$ cat config.mk
export PLATFORM = sky130hd
export DESIGN_NAME = ws2812_receiver_flat
export DESIGN_NICKNAME = d
export VERILOG_FILES = /design/src/rtl/ws2812_receiver_if.sv /design/src/rtl/ws2812_receiver.sv /design/src/flat_wrapper.sv
export SDC_FILE = /design/constraint.sdc
export NUM_CORES = 1
export LEC_CHECK = 0
export ABC_AREA = 1
export CAP_MARGIN = 20
export CORE_MARGIN = 3
export CORE_UTILIZATION = 37
export DETAILED_ROUTE_END_ITERATION = 10
export PLACE_DENSITY = 0.54
export SYNTH_ARGS = -nofsm -noshare
export SYNTH_HDL_FRONTEND = slang
export SYNTH_SLANG_ARGS = --single-unit
$ cat constraint.sdc
create_clock -name clk -period 2.7 [get_ports clk]
set_clock_uncertainty 0.2 [all_clocks]
set_input_delay 0.54 -clock clk [delete_from_list [all_inputs] [get_ports clk]]
set_output_delay 0.54 -clock clk [all_outputs]
set_load 0.05 [all_outputs]
$ cat src/rtl/ws2812_receiver_if.sv
// Decoded-pixel output bundle of the WS2812 receiver.
// master = the receiver driving results, slave = the consumer.
interface ws2812_receiver_if #(
  parameter int unsigned IDX_W = 16
);
  logic [23:0]      pixel_data;
  logic             pixel_valid;
  logic [IDX_W-1:0] pixel_idx;
  logic             frame_done;
  logic [IDX_W-1:0] frame_len;
  logic             frame_active;
  logic             err;

  modport master (
    output pixel_data, pixel_valid, pixel_idx,
    output frame_done, frame_len, frame_active, err
  );

  modport slave (
    input pixel_data, pixel_valid, pixel_idx,
    input frame_done, frame_len, frame_active, err
  );
endinterface

$ cat src/rtl/ws2812_receiver.sv
// WS2812 single-wire decoder: times high pulses into bits, packs them
// MSB-first into 24-bit pixels and detects the frame reset gap.
module ws2812_receiver #(
  parameter int unsigned T_THRESH   = 26,
  parameter int unsigned T_MIN_HIGH = 4,
  parameter int unsigned T_MAX_HIGH = 50,
  parameter int unsigned T_RESET    = 2500,
  parameter int unsigned IDX_W      = 16
) (
  input  logic               clk,
  input  logic               reset,
  input  logic               din,
  ws2812_receiver_if.master  rx
);
  localparam int unsigned HW = $clog2(T_MAX_HIGH + 2);
  localparam int unsigned LW = $clog2(T_RESET + 1);

  localparam logic [HW-1:0] H_MIN = HW'(T_MIN_HIGH);
  localparam logic [HW-1:0] H_MAX = HW'(T_MAX_HIGH);
  localparam logic [HW-1:0] H_THR = HW'(T_THRESH);
  localparam logic [HW-1:0] H_SAT = HW'(T_MAX_HIGH + 1);
  localparam logic [LW-1:0] L_GAP = LW'(T_RESET);

  localparam logic [1:0] SYNC = 2'd0;
  localparam logic [1:0] LOW  = 2'd1;
  localparam logic [1:0] HIGH = 2'd2;

  logic             s1_q, s2_q, dly_q;
  logic             rise_d, rise_q, fall_d, fall_q;
  logic [1:0]       state_d, state_q;
  logic [HW-1:0]    hcnt_d, hcnt_q;
  logic [LW-1:0]    lcnt_d, lcnt_q;
  logic [23:0]      shreg_d, shreg_q;
  logic [4:0]       bitcnt_d, bitcnt_q;
  logic [IDX_W-1:0] pixcnt_d, pixcnt_q;
  logic             got_d, got_q;
  logic [23:0]      pdata_d, pdata_q;
  logic             pvalid_d, pvalid_q;
  logic [IDX_W-1:0] pidx_d, pidx_q;
  logic             fdone_d, fdone_q;
  logic [IDX_W-1:0] flen_d, flen_q;
  logic             factive_d, factive_q;
  logic             err_d, err_q;

  always_comb begin
    // registered edge flags line up with dly_q, which is the level the counters use
    rise_d    = s2_q & ~dly_q;
    fall_d    = ~s2_q & dly_q;
    state_d   = state_q;
    hcnt_d    = hcnt_q;
    lcnt_d    = lcnt_q;
    shreg_d   = shreg_q;
    bitcnt_d  = bitcnt_q;
    pixcnt_d  = pixcnt_q;
    got_d     = got_q;
    pdata_d   = pdata_q;
    pvalid_d  = 1'b0;
    pidx_d    = pidx_q;
    fdone_d   = 1'b0;
    flen_d    = flen_q;
    factive_d = factive_q;
    err_d     = 1'b0;

    if (bitcnt_q == 5'd24) begin
      pdata_d  = shreg_q;
      pvalid_d = 1'b1;
      pidx_d   = pixcnt_q;
      pixcnt_d = pixcnt_q + 1'b1;
      bitcnt_d = '0;
    end

    case (state_q)
      SYNC: begin
        if (dly_q) begin
          lcnt_d = '0;
        end else if (lcnt_q == L_GAP - 1'b1) begin
          lcnt_d  = L_GAP;
          state_d = LOW;
        end else begin
          lcnt_d = lcnt_q + 1'b1;
        end
      end
      LOW: begin
        if (rise_q) begin
          state_d   = HIGH;
          hcnt_d    = HW'(1);
          factive_d = 1'b1;
        end else if (lcnt_q == L_GAP - 1'b1) begin
          // counter parks at L_GAP, so each gap reports at most once
          lcnt_d = L_GAP;
          if (got_q) begin
            fdone_d   = 1'b1;
            flen_d    = pixcnt_q;
            err_d     = (bitcnt_q != 5'd0);
            pixcnt_d  = '0;
            bitcnt_d  = '0;
            got_d     = 1'b0;
            factive_d = 1'b0;
          end
        end else if (lcnt_q != L_GAP) begin
          lcnt_d = lcnt_q + 1'b1;
        end
      end
      HIGH: begin
        if (fall_q) begin
          lcnt_d = LW'(1);
          if (hcnt_q < H_MIN || hcnt_q > H_MAX) begin
            err_d     = 1'b1;
            bitcnt_d  = '0;
            pixcnt_d  = '0;
            got_d     = 1'b0;
            factive_d = 1'b0;
            state_d   = SYNC;
          end else begin
            shreg_d  = {shreg_q[22:0], (hcnt_q >= H_THR)};
            bitcnt_d = bitcnt_q + 1'b1;
            got_d    = 1'b1;
            state_d  = LOW;
          end
        end else if (hcnt_q != H_SAT) begin
          hcnt_d = hcnt_q + 1'b1;
        end
      end
      default: state_d = SYNC;
    endcase
  end

  always_ff @(posedge clk) begin
    if (reset) begin
      s1_q      <= 1'b0;
      s2_q      <= 1'b0;
      dly_q     <= 1'b0;
      rise_q    <= 1'b0;
      fall_q    <= 1'b0;
      state_q   <= SYNC;
      hcnt_q    <= '0;
      lcnt_q    <= '0;
      shreg_q   <= '0;
      bitcnt_q  <= '0;
      pixcnt_q  <= '0;
      got_q     <= 1'b0;
      pdata_q   <= '0;
      pvalid_q  <= 1'b0;
      pidx_q    <= '0;
      fdone_q   <= 1'b0;
      flen_q    <= '0;
      factive_q <= 1'b0;
      err_q     <= 1'b0;
    end else begin
      s1_q      <= din;
      s2_q      <= s1_q;
      dly_q     <= s2_q;
      rise_q    <= rise_d;
      fall_q    <= fall_d;
      state_q   <= state_d;
      hcnt_q    <= hcnt_d;
      lcnt_q    <= lcnt_d;
      shreg_q   <= shreg_d;
      bitcnt_q  <= bitcnt_d;
      pixcnt_q  <= pixcnt_d;
      got_q     <= got_d;
      pdata_q   <= pdata_d;
      pvalid_q  <= pvalid_d;
      pidx_q    <= pidx_d;
      fdone_q   <= fdone_d;
      flen_q    <= flen_d;
      factive_q <= factive_d;
      err_q     <= err_d;
    end
  end

  assign rx.pixel_data   = pdata_q;
  assign rx.pixel_valid  = pvalid_q;
  assign rx.pixel_idx    = pidx_q;
  assign rx.frame_done   = fdone_q;
  assign rx.frame_len    = flen_q;
  assign rx.frame_active = factive_q;
  assign rx.err          = err_q;
endmodule

$ cat src/flat_wrapper.sv
// flat-port wrapper written by rule: the top's interface ports become plain ports
module ws2812_receiver_flat 
#(
  parameter int unsigned T_THRESH   = 26,
  parameter int unsigned T_MIN_HIGH = 4,
  parameter int unsigned T_MAX_HIGH = 50,
  parameter int unsigned T_RESET    = 2500,
  parameter int unsigned IDX_W      = 16
)
  (clk, reset, din, rx_pixel_data, rx_pixel_valid, rx_pixel_idx, rx_frame_done, rx_frame_len, rx_frame_active, rx_err);
  ws2812_receiver_if #(.IDX_W(IDX_W)) rx_i ();
  input  logic clk;
  input  logic reset;
  input  logic din;
  output wire logic [$bits(rx_i.pixel_data)-1:0] rx_pixel_data;
  output wire logic [$bits(rx_i.pixel_valid)-1:0] rx_pixel_valid;
  output wire logic [$bits(rx_i.pixel_idx)-1:0] rx_pixel_idx;
  output wire logic [$bits(rx_i.frame_done)-1:0] rx_frame_done;
  output wire logic [$bits(rx_i.frame_len)-1:0] rx_frame_len;
  output wire logic [$bits(rx_i.frame_active)-1:0] rx_frame_active;
  output wire logic [$bits(rx_i.err)-1:0] rx_err;
  assign rx_pixel_data = rx_i.pixel_data;
  assign rx_pixel_valid = rx_i.pixel_valid;
  assign rx_pixel_idx = rx_i.pixel_idx;
  assign rx_frame_done = rx_i.frame_done;
  assign rx_frame_len = rx_i.frame_len;
  assign rx_frame_active = rx_i.frame_active;
  assign rx_err = rx_i.err;
  ws2812_receiver #(.T_THRESH(T_THRESH), .T_MIN_HIGH(T_MIN_HIGH), .T_MAX_HIGH(T_MAX_HIGH), .T_RESET(T_RESET), .IDX_W(IDX_W)) u_core (.clk(clk), .reset(reset), .din(din), .rx(rx_i));
endmodule
==> out/qor.yml <==
worst_setup_path:
  crit_required_ns: 2.85
  cp.arrival_ns: 2.51
  cpPeakStageDelay_ns: 0.47
  start_kind: "register"
  cp_max_fo: 33
  critical_path_class: "reg -> reg"
  path_buf_inv: 4
  crit_chain: "inv_1, ha_1, inv_1, nor2_1, inv_1, nor3_4, buf_12, o21ai_0, a21oi_1"
  worst_setup_path_end_kind: "register"
  cp_top_family: "buffers and inverters"
  cpMostUsedCell: "inv_1"
  critPathSlowestCell: "ha_1"
synth:
  synthCells: 782
  synth_mux_area_share_pct: 0
  synth-compound-area-share_pct: 15.57
  async_flop_share_pct: 0
  syn-mean-instance-area_um2: 7.533
  synth_flop_cell: "dfxtp_1"
  yosysTopAreaCellShare_pct: 44.52
  ys_ff_latch: 131
  synth_xor_area_share_pct: 1.784
  yosysWarnings: 0
  synth_top_family_by_area: "simple AND/OR/NAND/NOR gates"
  yosysUniqueCellTypes: 40
  synth_nets: 796
  synth_edf_count: 0
  syn_area_um2: 5891
  synth-adder-area-share_pct: 2.336
  yosysTopAreaCell: "dfxtp_1"
  ys_top_cells_by_area: "dfxtp_1 (45%), nand2_1 (13%), a21oi_1 (6.5%), nand3_1 (4.1%), nor2_1 (3.8%)"
  synth_simple_gate_area_share_pct: 28.70
  ys_seq_area_share_pct: 44.52
sta:
  finalHoldViolCount: 0
  post-route-period-util_pct: 87.40
  rsz0062_at_grt: "no"
  worstMarginPinSlew_ns: 0.5443
  slew_violations: 0
  fmax_mhz: 423.8
  fin_hold_ws_ns: 0.2018
  setup_tns_ns: 0
  setup_viol: 0
  relSlewSlack_pct: 63.60
  period_needed_ns: 2.360
detailed_routing:
  drc: 0
  vias: 5213
  drtAntennaViolNets: 0
  firstDrtPassIters: 5
  drt-total-wl_mm: 13.97
  wire_per_inst_um: 13.16
  viasPerCell: 4.909
  detail_route.iter0.violations: 429
clocking:
  cts-root-buf: "clkbuf_16"
  cts_hold_buf: 0
  insertion_delay_ns: 0.42
  cts_made_buffers: 17
  cts_resized: 0
  cts_setup_buffers: 0
  clockBufferDepth: 2
  ctsHtreeMaxLevel: 4
  clk_pin_slew_worst_paths_ns: 0.05
  cts_sinks: 131
  cts_tree: "yes"
power:
  switching_share_pct: 23.94
  p_leak_nw: 2.540
  p_comb_share_pct: 8.6
  seqPwrFrac_pct: 39.4
  pwr_density_cell_nw_per_um2: 691.2
  peakVddDrop_uv: 432.0
  clock_power_share_pct: 51.9
  p_int_w: 0.003865
  power_w: 0.005081
  p_sw_w: 0.001217
floorplan:
  fp.dieW_um: 132.2
  core_um2: 15370
  dieArea_um2: 17470
  die_h_um: 132.2
  initial_core_util_pct: 38.32
  num_rows: 45
  io_pins: 63
global_routing:
  grt_usage_pct: 16.18
  grt_max_degree: 54
  grt_pass1_vias: 4877
  grt_overflow_total: 0
  grt_pass1_wl_mm: 23.55
  antenna_found_initial: 0
placement:
  port_buffers: 62
  gp_congestion: 0.8266
  hpwl_mm: 9.549
layout:
  regArea_um2: 2623
  fin_nets: 852
  drive_gt1_share_pct: 12.34
  multi_input_area_um2: 2850
  fin_util_pct: 47.82
  antenna_cells: 0
  syn_to_final_growth_pct: 24.79
  fillerInstances: 1503
min_path:
  hp-class: "reg -> reg"
status:
  status: "completed"
run:
  maxCapViolCount: 0
## Yosys cell counts, types with 13 or more instances
master      n
inv_1      52
dfxtp_1   131
nor2_1     59
buf_2      13
clkbuf_1   16
o21ai_0    38
a21oi_1    77
nand2_2    13
nand2_1   197
nand3_1    48
nand4_1    23
a21oi_2    21
## worst register-to-register path, stage by stage (launching register included)
cell	delay, ns
dfxtp_1	0.33
inv_1	0.08
ha_1	0.47
inv_1	0.18
nor2_1	0.22
inv_1	0.13
nor3_4	0.21
buf_12	0.24
o21ai_0	0.12
a21oi_1	0.12
## cells by family (layout without fill, tap and decap cells)
group | count (synthesis) | after routing
fa+ha+maj | 11 | 11
buf+inv | 95 | 164
xor+xnor | 12 | 12
simple gates | 374 | 374
compound gates | 159 | 159
flops | 131 | 131
## flip-flops by register name (all words and copies together) (netlist names)
name	flops
u_core.bitcnt_q	5
u_core.dly_q	1
u_core.fall_q	1
u_core.got_q	1
u_core.hcnt_q	6
u_core.lcnt_q	12
u_core.pixcnt_q	16
u_core.rise_q	1
u_core.rx.err	1
u_core.rx.frame_active	1
u_core.rx.frame_done	1
u_core.rx.frame_len	16
u_core.rx.pixel_data	24
u_core.rx.pixel_idx	16
u_core.rx.pixel_valid	1
u_core.s1_q	1
u_core.s2_q	1
u_core.shreg_q	24
u_core.state_q	2
## area by class of cell
type / count / share of cell area (%)
Inverter: 59 / 3.013
Clock buffer: 19 / 6.162
Sequential cell: 131 / 35.68
Timing Repair Buffer: 73 / 9.668
Clock inverter: 13 / 3.115
Tap cell: 211 / 3.591
Multi-Input combinational cell: 556 / 38.77
## layer usage
layer | share of wire (%) | global-route usage [%]
met1 | 49 | 21.49
met2 | 46 | 26.17
met3 | 4.1 | 3.779
met4 | 1.2 | 5.139
met5 | 0 | 0
## layout by cell type (no fill, tap or decap), types with 2 or more instances in the layout
cell type and instances:
a21oi_1 77, nor2_1 59, clkdlybuf4s50_1 61, xor2_1 12
inv_1 52, nand2_1 197, clkinvlp_4 4, nor3_1 10
nor2_2 12, nand2_4 2, clkbuf_16 17, nand4_1 23
o21ai_1 10, buf_4 10, nand3_1 48, o22ai_1 4
a21oi_2 21, clkinv_2 2, dfxtp_1 131, nand3b_1 2
nor3_4 2, nand2_2 13, clkbuf_8 2, o21ai_2 3
clkinv_1 4, inv_2 3, ha_1 11, bufinv_16 6
o21ai_0 38
## final timing paths
kind | start | slack, ns | to | cells after the start
setup reg to reg | u_core.state_q[1] | 0.34 | u_core.rx.frame_len[12] | 9
hold / removal | u_core.s1_q | 0.20 | u_core.s2_q | 2
hold reg to reg | u_core.s1_q | 0.20 | u_core.s2_q | 2
setup / recovery | u_core.state_q[1] | 0.34 | u_core.rx.frame_len[12] | 9
## power groups by stage
| stage | sequential (W) | clock, W | combinational [W] |
|---|---|---|---|
| final | 0.00200 | 0.00264 | 0.000439 |
| after global routing | 0.00201 | 0.00277 | 0.000498 |
| after floorplan | 0.00204 | 0 | 0.000352 |
| after detailed placement | 0.00205 | 0 | 0.000439 |
| after CTS | 0.00200 | 0.00270 | 0.000440 |
| after global placement | 0.00205 | 0 | 0.000434 |
## through the flow
step	cell area [µm²]	setup slack, ns	std cells
2_1_floorplan	5891	0.7170	782
5_1_grt	7351	0.06558	1062
4_1_cts	7351	0.3214	1062
6_report	7351	0.3402	1062
3_3_place_gp	6669	0.3760	1030
3_5_place_dp	6669	0.3636	1030
Note: power is estimated with default switching activity, not from simulation.
